==> src/rtl/shift_arbiter.sv <==
// shift_arbiter: two requesters share one 32-bit barrel shifter (SLL/SRL/SRA) through a one-entry output buffer.
// Define SHIFT_ARB_FIXED_PRIO_EN for fixed priority to requester 0; the default build is round-robin.
module shift_arbiter #(
  parameter int TAG_W = 4
) (
  input  logic             clk,
  input  logic             rst,
  input  logic             r0_valid,
  output logic             r0_ready,
  input  logic [31:0]      r0_data,
  input  logic [4:0]       r0_shamt,
  input  logic [1:0]       r0_op,
  input  logic [TAG_W-1:0] r0_tag,
  input  logic             r1_valid,
  output logic             r1_ready,
  input  logic [31:0]      r1_data,
  input  logic [4:0]       r1_shamt,
  input  logic [1:0]       r1_op,
  input  logic [TAG_W-1:0] r1_tag,
  output logic             out_valid,
  input  logic             out_ready,
  output logic [31:0]      out_data,
  output logic             out_src,
  output logic [TAG_W-1:0] out_tag,
  output logic             out_err
);

  localparam logic [0:0] ST_EMPTY = 1'b0;
  localparam logic [0:0] ST_FULL  = 1'b1;

  localparam logic [1:0] OP_SLL = 2'b00;
  localparam logic [1:0] OP_SRL = 2'b10;
  localparam logic [1:0] OP_SRA = 2'b11;

  logic [0:0]       state_q, state_d;
  logic [31:0]      data_q, data_d;
  logic             src_q, src_d;
  logic [TAG_W-1:0] tag_q, tag_d;
  logic             err_q, err_d;

  logic             can_accept;
  logic             grant;
  logic             accept;
  logic [31:0]      sel_data;
  logic [4:0]       sel_shamt;
  logic [1:0]       sel_op;
  logic [TAG_W-1:0] sel_tag;
  logic [31:0]      shift_res;
  logic             shift_err;

`ifdef SHIFT_ARB_FIXED_PRIO_EN
  always_comb begin
    grant = !r0_valid && r1_valid;
  end
`else
  logic rr_last_q, rr_last_d;

  // On a tie the requester that did not win last time is granted.
  always_comb begin
    if (r0_valid && r1_valid) begin
      grant = ~rr_last_q;
    end else begin
      grant = r1_valid;
    end
  end

  always_comb begin
    rr_last_d = rr_last_q;
    if (accept) begin
      rr_last_d = grant;
    end
  end

  always_ff @(posedge clk or posedge rst) begin
    if (rst) begin
      rr_last_q <= 1'b1;
    end else begin
      rr_last_q <= rr_last_d;
    end
  end
`endif

  assign can_accept = (state_q == ST_EMPTY) || out_ready;
  assign r0_ready   = can_accept && !grant && !rst;
  assign r1_ready   = can_accept && grant && !rst;
  assign accept     = grant ? (r1_valid && r1_ready) : (r0_valid && r0_ready);

  assign sel_data  = grant ? r1_data  : r0_data;
  assign sel_shamt = grant ? r1_shamt : r0_shamt;
  assign sel_op    = grant ? r1_op    : r0_op;
  assign sel_tag   = grant ? r1_tag   : r0_tag;

  always_comb begin
    shift_res = '0;
    shift_err = 1'b0;
    case (sel_op)
      OP_SLL:  shift_res = sel_data << sel_shamt;
      OP_SRL:  shift_res = sel_data >> sel_shamt;
      OP_SRA:  shift_res = $unsigned($signed(sel_data) >>> sel_shamt);
      default: shift_err = 1'b1;
    endcase
  end

  // A drain and a fill on the same edge leave the buffer full with the new result.
  always_comb begin
    state_d = state_q;
    data_d  = data_q;
    src_d   = src_q;
    tag_d   = tag_q;
    err_d   = err_q;
    if (accept) begin
      state_d = ST_FULL;
      data_d  = shift_res;
      src_d   = grant;
      tag_d   = sel_tag;
      err_d   = shift_err;
    end else if ((state_q == ST_FULL) && out_ready) begin
      state_d = ST_EMPTY;
    end
  end

  always_ff @(posedge clk or posedge rst) begin
    if (rst) begin
      state_q <= ST_EMPTY;
      data_q  <= '0;
      src_q   <= 1'b0;
      tag_q   <= '0;
      err_q   <= 1'b0;
    end else begin
      state_q <= state_d;
      data_q  <= data_d;
      src_q   <= src_d;
      tag_q   <= tag_d;
      err_q   <= err_d;
    end
  end

  assign out_valid = (state_q == ST_FULL);
  assign out_data  = data_q;
  assign out_src   = src_q;
  assign out_tag   = tag_q;
  assign out_err   = err_q;

endmodule
==> config.mk <==
export PLATFORM = sky130hd
export DESIGN_NAME = shift_arbiter
export DESIGN_NICKNAME = d
export VERILOG_FILES = /design/src/rtl/shift_arbiter.sv
export SDC_FILE = /design/constraint.sdc
export NUM_CORES = 1
export LEC_CHECK = 0
export BUFFER_PORTS_ARGS = -buffer_cell sky130_fd_sc_hd__buf_4
export CAP_MARGIN = 30
export CORE_UTILIZATION = 24
export CTS_BUF_LIST = sky130_fd_sc_hd__clkbuf_2
export CTS_CLUSTER_SIZE = 40
export DETAILED_ROUTE_END_ITERATION = 10
export PLACE_DENSITY = 0.48
export SLEW_MARGIN = 15
export SYNTH_ARGS = -nofsm -noshare
export SYNTH_HDL_FRONTEND = slang
export SYNTH_SLANG_ARGS = --single-unit
==> constraint.sdc <==
create_clock -name clk -period 6 [get_ports clk]
set_input_delay 1.2 -clock clk [delete_from_list [all_inputs] [get_ports clk]]
set_output_delay 1.2 -clock clk [all_outputs]
set_load 0.02 [all_outputs]
==> impl_results.md <==
* Largest family of logic cells by synthesized area: multiplexers
* DR pass1 iterations at 6
* Least-Margin Pin Slew at 937 ps
* Vias in the first global route at between 8000 and 9000
* Met1 wire length at 15900 um
* Post-CTS setup buffers at 0
* Layout cell share with drive strength beyond 1 at between 20% and 30%
* GP Congestion at 0.959
* YS warnings at 0
* Die area at about 34000 sq um
* Slew headroom at 35.9%
* F_max at between 200 and 250 MHz
* Min Tclk post-route at 4090 ps
* Hold_buf cts at 0
* Worst path max stage delay at 800 ps
* Post-synthesis xor/xnor area fraction at 0%
* Hpwl dp at 28400 um
* Multi-input gate area at 6430 sq um
* Clk_skew at 26.8 ps
* Worst r2r path cells at 8
* Syn Nets at between 1000 and 1500
* Largest net degree at the start of global routing at 67
* Hold Crit Depth at 1
* Peak VDD IR at 0.0527 mV
* CTS Buffer Depth at 2
* Worst-Skew Late Latency at 450 ps
* Final number of hold-violating endpoints at 0
* DR vias at 8703
* DRC violations left at 0
* Vias per cell at 5.90
* CTS tree: built
* Overall power at 1.73 mW
* Worst-path fanout max at between 40 and 50
* Top cells by area, synth: mux2i_1 23%, dfrtp_1 12%, mux2_2 6.9%
* DRT antenna net count at 0
* Unrepaired setup endpoints after global routing: no
* Fin crit share at roughly two thirds
* Cell Area, Placed at 9110 sq um
* H-tree levels at 2
* WP data arrival at 4500 ps
* Area grow syn2layout at 14.7%
* Netlist cell types at 80
* Core area at 32600 sq um
* PostCTS Resize Cnt at 0
* Met2 Routed Length at about 17000 um
* #FFs+latches synth at 40
* Nets at between 1000 and 1500
* Post-Synth Adder-Cell Area at 0%
* Die Y at 184 um
* Worst hold margin at ~500 ps
* Post-synth top area share at 22.8%
* Post-Route WL at approximately 37000 um
* Fillers at 3540
* First-pass GRT wire length at approximately 55000 um
* CP Capture Type: flip-flop
* Ports at 132
* Async set or reset register ratio after synthesis at 100%
* Setup_tns at 0 ps
* Synth Flop Type: dfrtp_1
* Clock transition at the registers of the reported paths at 230 ps
* CP Launch Type: input port
* Power density over the cells at 189 nW/um^2
* Initial DRC count at 912
* CTS root buf: clkbuf_2
* EDFF count, synth at 0
* Initial antenna violation count at 1
* Gr usage total at 21.5%
* Max Cap Viol at 0
* Final Slew Violations at 0
* Crit Path Class: in -> reg
* Rows at 66
* Commonest cells post-synth: 182 x mux2i_1, 99 x nand2_1, 65 x nor2_1
* Compound-Gate Fraction of Synth Area at 26.9%
* Initial Util at 24.5%
* Multiplexer share of the synthesized area at 38.4%
* Worst path slowest cell: mux2i_1
* Metal3 WL at 2550 um
* Clk sinks at 40
* Drt wl/cell at roughly 25 um
* Synth area leader: mux2i_1
* Crit-path cells: buf_4, a21bo_4, buf_12, mux2i_1, o211ai_1, a221oi_2, a21oi_1, a221oi_1, a221o_1
* Status: complete, no violations
* Simple-gate portion of the synthesized area at 15.0%
* Top layer in use: met4
* Cell with the most instances after synthesis: mux2i_1
* Required time worst endpoint at 6410 ps
* Leakage at approximately 3.8 nW
* Die W at about 180 um
* PortBufs at 131
* Worst setup margin at about 1900 ps
* GR Overflow Total at 0
* Syn_area_per_cell at 8.28 sq um
* Design Area, Final at 9150 sq um
* Hold Path Class: reg -> reg
* Reg area at 1000 sq um
* Syn Inst Count at between 900 and 1000
* CTS buffer count at 5
* Dpl ws at 1570 ps
* Final setup violation count at 0
* Register area share after synthesis at about 13%
* Mapped Area at 7980 sq um
-- metal layers --
layer	vias up	GRT usage [%]
met5	-	0
li1	3882	-
met4	0	6.93
met2	441	36.0
met1	4313	28.7
met3	67	2.29
-- layout by cell type (no fill, tap or decap), types with 5 or more instances in the layout --
cell      instances
a221o_1           5
o21ai_1          12
clkbuf_2          5
nor2b_1          10
a22oi_1           8
nand3_1          25
nor3_1           16
mux4_2           16
nand2_1          99
a32oi_1           6
o31ai_1           9
mux2i_1         180
nor2_1           65
or3_1             5
a311oi_1          5
mux2i_4           6
a31oi_1          15
a221oi_1          8
dfrtp_1          39
a211o_1           6
nand4_1           6
mux2_4            9
o21ai_0          59
nand3b_1          8
o22ai_1          11
a21oi_1          60
o211ai_1         22
a211oi_1         33
mux2_2           49
buf_4           146
-- critical path, delay by kind of cell --
kind,cells,cell delay (ps)
compound gates,6,1990
mux,1,800
buf+inv,2,460
-- state kept, by name, summed over array words and instances, names as in the netlist --
signal,flops
out_data,32
out_tag,4
out_err,1
out_src,1
out_valid,1
rr_last_q,1
-- cell families (layout without fill, tap and decap cells) --
| kind of cell | Yosys count | count (layout) |
|---|---|---|
| simple gates | 257 | 257 |
| buf+inv | 90 | 158 |
| mux | 266 | 266 |
| other cells | 0 | 1 |
| compound gates | 311 | 311 |
| flops | 40 | 40 |
-- metrics by stage --
step,cells,utilization [%]
after floorplan,964,-
after global placement,1466,27.9
after detailed placement,1466,27.9
after CTS,1474,28.0
after global routing,1475,28.1
final,1475,28.1
-- report_power, final --
group          internal, mW  switching [mW]  total [mW]
registers             0.327          0.0510       0.378
logic                 0.454           0.769        1.22
clock network        0.0261           0.101       0.127
-- worst paths after layout --
| path | start | end | slack (ps) |
|---|---|---|---|
| setup / recovery | r1_valid | out_data[30] | 1910 |
| max in group asynchronous | rst | out_tag[1] | 4680 |
| hold / removal | out_src | out_src | 510 |
| hold reg to reg | out_src | out_src | 510 |
| setup reg to reg | rr_last_q | out_data[30] | 2200 |
| min in group asynchronous | rst | out_tag[0] | 580 |
-- final cells by class --
cell class              count  area share [%]
clock buffers               5           0.273
diodes                      1          0.0273
clock inverters             3           0.150
flip-flops and latches     40            11.0
multi-input cells         834            70.2
well taps                 442            6.04
inverters                   3           0.123
repair buffers            147            12.2
No activity file was read; power rests on OpenSTA's default activity.
